<file path="config.mk">
export PLATFORM = sky130hd
export DESIGN_NAME = sram_cmd_master
export DESIGN_NICKNAME = d
export VERILOG_FILES = /design/src/rtl/sram_cmd_master.sv
export SDC_FILE = /design/constraint.sdc
export NUM_CORES = 1
export LEC_CHECK = 0
export ABC_AREA = 0
export BUFFER_PORTS_ARGS = -buffer_cell sky130_fd_sc_hd__buf_4
export CAP_MARGIN = 20
export CORE_ASPECT_RATIO = 1.25
export CORE_MARGIN = 2
export CORE_UTILIZATION = 50
export CTS_CLUSTER_DIAMETER = 60
export DETAILED_ROUTE_END_ITERATION = 8
export GPL_TIMING_DRIVEN = 0
export PLACE_DENSITY = 0.74
export RECOVER_POWER = 25
export REMOVE_ABC_BUFFERS = 1
export SYNTH_ARGS = -nofsm -noshare
export SYNTH_HDL_FRONTEND = slang
export SYNTH_SLANG_ARGS = --single-unit
export TNS_END_PERCENT = 30
</file>
<file path="constraint.sdc">
create_clock -name clk -period 3.94 [get_ports clk]
set_input_delay 0.788 -clock clk [delete_from_list [all_inputs] [get_ports clk]]
set_output_delay 0.788 -clock clk [all_outputs]
set_load 0.05 [all_outputs]
</file>
<file path="src/rtl/sram_cmd_master.sv">
// Host-side command master: turns single SRAM/SoC-control requests into the
// byte-serial link protocol (command byte, then 4 data bytes LSB first).
module sram_cmd_master #(
  parameter int unsigned TIMEOUT_CYCLES = 1024
) (
  input  logic        clk,
  input  logic        rst_n,
  input  logic        req_valid,
  output logic        req_ready,
  input  logic [1:0]  req_op,
  input  logic [4:0]  req_addr,
  input  logic [31:0] req_wdata,
  output logic        rsp_valid,
  input  logic        rsp_ready,
  output logic [31:0] rsp_data,
  output logic        rsp_err,
  output logic        tx_valid,
  input  logic        tx_ready,
  output logic [7:0]  tx_data,
  input  logic        rx_valid,
  output logic        rx_ready,
  input  logic [7:0]  rx_data,
  output logic        soc_running
);

  localparam logic [1:0]  OP_WRITE  = 2'b00;
  localparam logic [1:0]  OP_READ   = 2'b01;
  localparam logic [1:0]  OP_START  = 2'b10;
  localparam logic [1:0]  OP_RESET  = 2'b11;
  localparam logic [15:0] TMO_LIMIT = 16'(TIMEOUT_CYCLES);

  typedef enum logic [2:0] {IDLE, CMD, WDATA, RDATA, RSP} state_t;

  state_t      state_q, state_d;
  logic [1:0]  op_q, op_d;
  logic [4:0]  addr_q, addr_d;
  logic [31:0] wdata_q, wdata_d;
  logic [1:0]  byte_cnt_q, byte_cnt_d;
  logic [15:0] tmo_cnt_q, tmo_cnt_d;
  logic [31:0] rsp_data_q, rsp_data_d;
  logic        rsp_err_q, rsp_err_d;
  logic        soc_running_q, soc_running_d;
  logic        rx_ready_q;

  logic        req_fire, tx_fire, rx_fire;
  logic        skip_cmd, last_byte, tmo_hit;
  logic [15:0] tmo_inc;
  logic [7:0]  cmd_byte;

  assign req_fire  = req_valid && req_ready;
  assign tx_fire   = tx_valid && tx_ready;
  assign rx_fire   = rx_valid && rx_ready;
  assign last_byte = (byte_cnt_q == 2'd3);
  assign tmo_inc   = tmo_cnt_q + 16'd1;
  assign tmo_hit   = (state_q == RDATA) && !rx_fire && (tmo_inc == TMO_LIMIT);

  // A reset byte while stopped would be decoded by the controller as a write,
  // and a start while running is redundant, so both complete without a byte.
  assign skip_cmd = ((req_op == OP_RESET) && !soc_running_q) ||
                    ((req_op == OP_START) &&  soc_running_q);

  // State register
  always_ff @(posedge clk or negedge rst_n) begin
    if (!rst_n) begin
      state_q       <= IDLE;
      op_q          <= 2'b00;
      addr_q        <= 5'd0;
      wdata_q       <= 32'd0;
      byte_cnt_q    <= 2'd0;
      tmo_cnt_q     <= 16'd0;
      rsp_data_q    <= 32'd0;
      rsp_err_q     <= 1'b0;
      soc_running_q <= 1'b0;
      rx_ready_q    <= 1'b0;
    end else begin
      state_q       <= state_d;
      op_q          <= op_d;
      addr_q        <= addr_d;
      wdata_q       <= wdata_d;
      byte_cnt_q    <= byte_cnt_d;
      tmo_cnt_q     <= tmo_cnt_d;
      rsp_data_q    <= rsp_data_d;
      rsp_err_q     <= rsp_err_d;
      soc_running_q <= soc_running_d;
      rx_ready_q    <= 1'b1;
    end
  end

  // Next-state logic
  always_comb begin
    state_d = state_q;
    case (state_q)
      IDLE:  if (req_fire) state_d = skip_cmd ? RSP : CMD;
      CMD: begin
        if (tx_fire) begin
          case (op_q)
            OP_WRITE: state_d = WDATA;
            OP_READ:  state_d = RDATA;
            default:  state_d = RSP;
          endcase
        end
      end
      WDATA: if (tx_fire && last_byte) state_d = RSP;
      RDATA: if ((rx_fire && last_byte) || tmo_hit) state_d = RSP;
      RSP:   if (rsp_ready) state_d = IDLE;
      default: state_d = IDLE;
    endcase
  end

  // Datapath: request capture, byte counting, read assembly, SoC tracking
  always_comb begin
    op_d          = op_q;
    addr_d        = addr_q;
    wdata_d       = wdata_q;
    byte_cnt_d    = byte_cnt_q;
    tmo_cnt_d     = tmo_cnt_q;
    rsp_data_d    = rsp_data_q;
    rsp_err_d     = rsp_err_q;
    soc_running_d = soc_running_q;
    case (state_q)
      IDLE: begin
        if (req_fire) begin
          op_d       = req_op;
          addr_d     = req_addr;
          wdata_d    = req_wdata;
          byte_cnt_d = 2'd0;
          tmo_cnt_d  = 16'd0;
          rsp_data_d = 32'd0;
          rsp_err_d  = 1'b0;
        end
      end
      CMD: begin
        // Any SRAM access leaves the SoC held in reset by the controller.
        if (tx_fire) soc_running_d = (op_q == OP_START);
      end
      WDATA: if (tx_fire) byte_cnt_d = byte_cnt_q + 2'd1;
      RDATA: begin
        if (rx_fire) begin
          rsp_data_d = {rx_data, rsp_data_q[31:8]};
          byte_cnt_d = byte_cnt_q + 2'd1;
          tmo_cnt_d  = 16'd0;
        end else begin
          tmo_cnt_d = tmo_inc;
          if (tmo_hit) rsp_err_d = 1'b1;
        end
      end
      default: ;
    endcase
  end

  always_comb begin
    case (op_q)
      OP_WRITE: cmd_byte = {3'b000, addr_q};
      OP_READ:  cmd_byte = {3'b001, addr_q};
      OP_START: cmd_byte = 8'h40;
      default:  cmd_byte = 8'h80;
    endcase
  end

  // Output logic
  always_comb begin
    req_ready   = (state_q == IDLE);
    tx_valid    = (state_q == CMD) || (state_q == WDATA);
    tx_data     = 8'h00;
    if (state_q == CMD)   tx_data = cmd_byte;
    if (state_q == WDATA) tx_data = wdata_q[{byte_cnt_q, 3'b000} +: 8];
    rx_ready    = rx_ready_q;
    rsp_valid   = (state_q == RSP);
    rsp_data    = rsp_data_q;
    rsp_err     = rsp_err_q;
    soc_running = soc_running_q;
  end

endmodule

</file>
# After elaboration in Yosys (flattened, before gate mapping)
# Index checks and enable logic that the tools add are counted.
dict set report totals {
  register_bits 95
  in_bits 53
  wordCells 82
}
dict set report op_classes {
  addsub 2
  n_eq_ne 19
  shift 1
  n_mux 25
  n_reduce_logical 25
}
# op count
set op_table {}
lappend op_table {{two-way mux 32 bit} 2}
lappend op_table {{one-hot mux 32 bit (2 select lines)} 1}
lappend op_table {{two-way mux 16 bit} 2}
lappend op_table {{one-hot mux 16 bit (2 select lines)} 1}
lappend op_table {{indexed part select 32 x 6 -> 8 bit} 1}
lappend op_table {{one-hot mux 8 bit (3 select lines)} 1}
lappend op_table {{two-way mux 3 bit} 6}
lappend op_table {{adder 16 x 1 -> 16 bit, second input constant} 1}
lappend op_table {{== test 16 x 11 -> 1 bit, second input constant} 1}
lappend op_table {{two-way mux 8 bit} 2}
lappend op_table {{one-hot mux 3 bit (5 select lines)} 1}
lappend op_table {{!= test 2 bit, second input constant} 6}
lappend op_table {{logical AND 1 bit} 9}
lappend op_table {{== test 2 bit, second input constant} 4}
lappend op_table {{AND reduction 4 bit} 2}
lappend op_table {{== test 3 x 2 -> 1 bit, second input constant} 2}
lappend op_table {{two-way mux 2 bit} 3}
lappend op_table {{!= test 2 x 1 -> 1 bit, second input constant} 3}
lappend op_table {{one-hot mux 2 bit (3 select lines)} 1}
lappend op_table {{one-hot mux 3 bit (2 select lines)} 1}
lappend op_table {{AND reduction 2 bit} 3}
lappend op_table {{AND reduction 5 bit} 1}
lappend op_table {{== test 3 x 1 -> 1 bit, second input constant} 1}
lappend op_table {{== test 3 bit, second input constant} 1}
lappend op_table {{other kinds (11)} 16}

# Logic depth before layout (Yosys ltp)
dict set report depth {
  depth_word 7
  mapped_depth 8
  ltp_nobuf 7
}

# Worst setup path after synthesis
# No wires, ideal clock.
dict set report synth_timing {
  kind {register to register}
  startpoint {register state_q[1]}
  endpoint {register addr_q[1]}
  setup_time_ps 125
  arrival_time_ps 2633
  required_ps 3815
  path_slack_ps 1182
  path_stages_with_launch 7
  path_buffers 3
  synth_period_minus_slack_ps 2758
  cell_sequence {dfrtp_1 -> buf_2 -> nor3_1 -> and2_1 -> clkbuf_1 -> buf_2 -> mux2_2}
}
dict set report synth_via {
  elab_chain_len 3
}
# item line_no
set synth_rtl {}
lappend synth_rtl {{start: declaration} 34} ;# state_t state_q, state_d;
lappend synth_rtl {{start signal: assignment} 76} ;# state_q <= state_d;
lappend synth_rtl {{logical NOT 3 bit (*)} 162} ;# req_ready = (state_q == IDLE);
lappend synth_rtl {{via req_ready} 9} ;# output logic req_ready,
lappend synth_rtl {{logical AND 1 bit} 50} ;# assign req_fire = req_valid && req_ready;
lappend synth_rtl {{AND reduction 2 bit (no source line) (*)} -}
lappend synth_rtl {{end signal: assignment} 78} ;# addr_q <= addr_d;
lappend synth_rtl {{end: declaration} 36} ;# logic [4:0] addr_q, addr_d;
# Mark *: on every way through the listed nets, which the timed path passes. The rest lies on a longest branch.
# A chain may end at the register's enable or synchronous reset.

# Worst setup path in the final report
dict set report layout_timing {
  startpoint {register byte_cnt_q[0]}
  endpoint {output tx_data[6]}
}
dict set report layout_via {
  elab_chain_len 2
}
# item line_no
set layout_rtl {}
lappend layout_rtl {{start: declaration} 38} ;# logic [1:0] byte_cnt_q, byte_cnt_d;
lappend layout_rtl {{start signal: assignment} 80} ;# byte_cnt_q <= byte_cnt_d;
lappend layout_rtl {{indexed part select 32 x 6 -> 8 bit} 166} ;# if (state_q == WDATA) tx_data = wdata_q[{byte_cnt_q, 3'b000} +: 8];
lappend layout_rtl {{two-way mux 8 bit} 166}
lappend layout_rtl {{end: declaration} 19} ;# output logic [7:0] tx_data,
# Every way passes these cells.

==> impl_metrics.py <==
metrics = {
    "sta": {
        "worst-slew-pin-transition_ns": 1.32,
        "slew_viol_final": 0,
        "fin_crit_ns": 3.05,
        "timing.clock.skew_ns": 0.0110,
        "hold_violations": 0,
        "grt_setup_unrepaired": "no",
        "maxClockFrequency_mhz": 327,
        "final.hold.worst_slack_ns": 0.489,
        "period_share": 0.775,
        "worst_slack_ns": 0.885,
        "slew_headroom": 0.123,
        "final_setup_violating_endpoints": 0,
    },
    "floorplanning": {
        "floorplan.initialDensity": 0.520,
        "floorplan.die_area_sq_mm": 0.00988,
        "die_y_microns": 111,
        "core.rowCount": 38,
        "ios": 99,
        "die_width_microns": 89.3,
        "core-area_sq_mm": 0.00875,
    },
    "hold_path": {
        "hold_removal_path_class": "reg2reg",
        "min_path_cells": 2,
    },
    "cells_and_area": {
        "diodes": 0,
        "multi_input_gate_area_in_the_final_layout_sq_mm": 0.00202,
        "post_route_cells_drive_above_1_share": 0.346,
        "filler_cell_count": 748,
        "area_delta_synth_final_pct": 24.0,
        "final_core_util": 0.644,
        "nets": 575,
        "seq_area_sq_mm": 0.00238,
    },
    "drt": {
        "route.top_layer_used": "met4",
        "met2RoutedLength_microns": 5210,
        "met3_wirelength_microns": 478,
        "wl_met1_microns": 4300,
        "first_pass_iters": 4,
        "via_count": 3445,
        "drt_iter0_markers": 256,
        "remaining_drc_errors": 0,
        "wl_per_cell_microns": 15.7,
        "routed_wl_microns": 10100,
        "route.detailed.vias_per_inst": 5.36,
        "detail-route-antenna-nets": 0,
    },
    "global_routing": {
        "globalRoute.totalOverflow": 0,
        "grt_first_pass_wirelength_microns": 17200,
        "first_global_vias": 3557,
        "maximum_number_of_pins_on_one_net_before_global_route_repair": 75,
        "initial_antenna_violation_count": 0,
        "grt_overall_usage": 0.222,
    },
    "power": {
        "total_leakage_power_nw": 2.46,
        "power.density_mw_per_mm2": 691,
        "totalPowerFinal_w": 0.00389,
        "ir_drop_v": 0.000432,
    },
    "critical_path": {
        "crit_path_max_incr_delay_ns": 0.78,
        "critical_path_buf_inv_count": 1,
        "worstSetupStartpointType": "flip-flop",
        "r2r.worst_path.cells": 6,
        "crit_path_top_delay_cell": "sky130_fd_sc_hd__dfrtp_1",
        "worst_ep_required_time_ns": 3.15,
        "worstSetupEndpointType": "primary output",
        "crit_chain": "mux4_2 > a22oi_1 > nor2_1 > buf_4",
        "critical_path_peak_fanout": 11,
        "worst-path-stages": 4,
        "timing_worst_setup_path_type": "reg2out",
        "critical_path.top_delay_family": "flip-flops",
        "critical_path_arrival_ns": 2.27,
    },
    "clock_network": {
        "clkTransAtPathRegs_ns": 0.08,
        "ctsRootBufferMaster": "sky130_fd_sc_hd__clkbuf_8",
        "cts_sinks": 95,
        "cts-htree-levels": 3,
        "clock_tree.buffer_depth": 2,
        "postCtsSetupBuffers": 0,
        "cts_hold_repair.buffers": 0,
        "post_cts.resized_instances": 0,
        "tritoncts": "built",
        "numCtsBuffers": 9,
        "clk_latency_ns": 0.36,
    },
    "synth": {
        "netlist_instances": 434,
        "synth_top_flop_cell": "sky130_fd_sc_hd__dfrtp_1",
        "synth-edff-count": 0,
        "yosys_warnings": 0,
        "synth_top_area_cell": "sky130_fd_sc_hd__dfrtp_1",
        "yosysSeqAreaShare": 0.523,
        "synth.lib_cells_used.distinct": 54,
        "fraction_of_synthesis_flops_using_an_asynchronous_set_or_reset_pin": 1.00,
        "synth_top_cells_by_area": "sky130_fd_sc_hd__dfrtp_1 (52%), sky130_fd_sc_hd__mux2_2 (10%), sky130_fd_sc_hd__nand2_1 (7.2%), sky130_fd_sc_hd__o21ai_0 (5.7%), sky130_fd_sc_hd__mux4_2 (4.0%)",
        "post_synth_instance_area_sq_mm": 0.00455,
        "synth-seq-cells": 95,
        "syn-mean-instance-area_sq_um": 10.5,
        "synth.top_cell.area_share": 0.523,
    },
    "run": {
        "drv.max_cap_violation_count": 0,
    },
    "placed_design": {
        "place_congestion": 0.844,
        "buffer_ports.inserted": 98,
        "detailed_place_hpwl_microns": 7120,
        "pre_cts_ws_ns": 1.17,
    },
    "run_status": {
        "outcome": "complete, no violations",
    },
}
==> worst min-delay path: stages, from the launching register on <==
cell and delay (ns):
sky130_fd_sc_hd__dfrtp_1 0.35, sky130_fd_sc_hd__nand2_1 0.05, sky130_fd_sc_hd__o21ai_0 0.06
==> metrics by stage <==
stage	instance area [sq um]	std cells	setup TNS, ns
2_1_floorplan	4420	407	-15.98
3_3_place_gp	5300	625	-48.03
3_5_place_dp	5410	629	0
4_1_cts	5640	643	0
5_1_grt	5640	643	0
6_report	5640	643	0
==> cell usage after synthesis (all sizes together), types with 2 or more instances <==
cell type,instances
clkbuf,17
mux2,41
a21oi,10
ha,2
o21ai,57
nand2,88
nor4,4
a22oi,10
dfrtp,95
nand3,9
nor3,4
mux2i,2
xnor2,2
nor2,23
mux4,8
inv,8
a31oi,5
buf,10
or3,3
xor2,2
and2,3
o22ai,3
nand4,4
o31ai,6
or2,2
==> area by class of cell <==
class | count | share of cell area
flip-flops and latches | 95 | 0.422
multi-input cells | 304 | 0.359
repair buffers | 102 | 0.146
well taps | 120 | 0.0266
clock buffers | 10 | 0.0244
clock inverters | 4 | 0.0169
inverters | 8 | 0.00533
==> report_power, final <==
part	switching [W]	internal, W	total, W
clock network	0.000328	0.000431	0.000759
logic	0.000949	0.000679	0.00163
registers	0.000243	0.00126	0.00151
==> layer usage <==
metal,vias to the layer above,GRT usage
li1,1691,-
met1,1672,0.297
met2,72,0.351
met3,10,0.0553
met4,0,0.0766
met5,-,0
==> kinds of logic (layout without fill, tap and decap cells) <==
kind of cell,Yosys count,count (layout),synth area share
fa+ha+maj,2,2,0.00550
flops,95,95,0.523
mux,51,51,0.146
xor+xnor,4,4,0.00771
other cells,1,1,0.000825
compound gates,99,99,0.132
buf+inv,35,124,0.0355
simple gates,147,147,0.150
==> path summary, 6_finish.rpt <==
path | startpoint | to | slack [ns]
setup / recovery | byte_cnt_q[0]$_DFFE_PN0P_ | tx_data[6] | 0.89
hold / removal | rsp_data[4]$_DFFE_PN0P_ | rsp_data[4]$_DFFE_PN0P_ | 0.49
setup reg to reg | state_q[2]$_DFFE_PN0P_ | state_q[1]$_DFFE_PN0P_ | 1.16
hold reg to reg | rsp_data[4]$_DFFE_PN0P_ | rsp_data[4]$_DFFE_PN0P_ | 0.49
max in group asynchronous | rst_n | wdata_q[27]$_DFFE_PN0P_ | 2.27
min in group asynchronous | rst_n | tmo_cnt_q[5]$_DFFE_PN0P_ | 0.69
==> sequential cells by signal, indices dropped and copies added (netlist names) <==
register	cells
byte_cnt_q	2
rsp_data	32
tmo_cnt_q	16
addr_q	5
state_q	3
rsp_err	1
op_q	2
wdata_q	32
soc_running	1
rx_ready	1
==> placed cells by master (no fill, tap or decap), types with 3 or more instances in the layout <==
| master | synthesis | layout |
|---|---|---|
| sky130_fd_sc_hd__nand2_1 | 87 | 87 |
| sky130_fd_sc_hd__o21ai_0 | 52 | 52 |
| sky130_fd_sc_hd__a22oi_1 | 10 | 10 |
| sky130_fd_sc_hd__o21ai_1 | 4 | 4 |
| sky130_fd_sc_hd__mux2_2 | 41 | 41 |
| sky130_fd_sc_hd__dfrtp_1 | 95 | 95 |
| sky130_fd_sc_hd__clkbuf_8 | 1 | 10 |
| sky130_fd_sc_hd__nand3_1 | 8 | 8 |
| sky130_fd_sc_hd__mux4_2 | 8 | 8 |
| sky130_fd_sc_hd__inv_1 | 8 | 8 |
| sky130_fd_sc_hd__nor2_1 | 23 | 23 |
| sky130_fd_sc_hd__nor3_1 | 4 | 4 |
| sky130_fd_sc_hd__a31oi_1 | 5 | 4 |
| sky130_fd_sc_hd__o22ai_1 | 3 | 3 |
| sky130_fd_sc_hd__o31ai_1 | 6 | 6 |
| sky130_fd_sc_hd__bufinv_16 | 0 | 3 |
| sky130_fd_sc_hd__buf_4 | 1 | 97 |
| sky130_fd_sc_hd__a21oi_1 | 10 | 10 |
(Power assumes the default switching activity.)
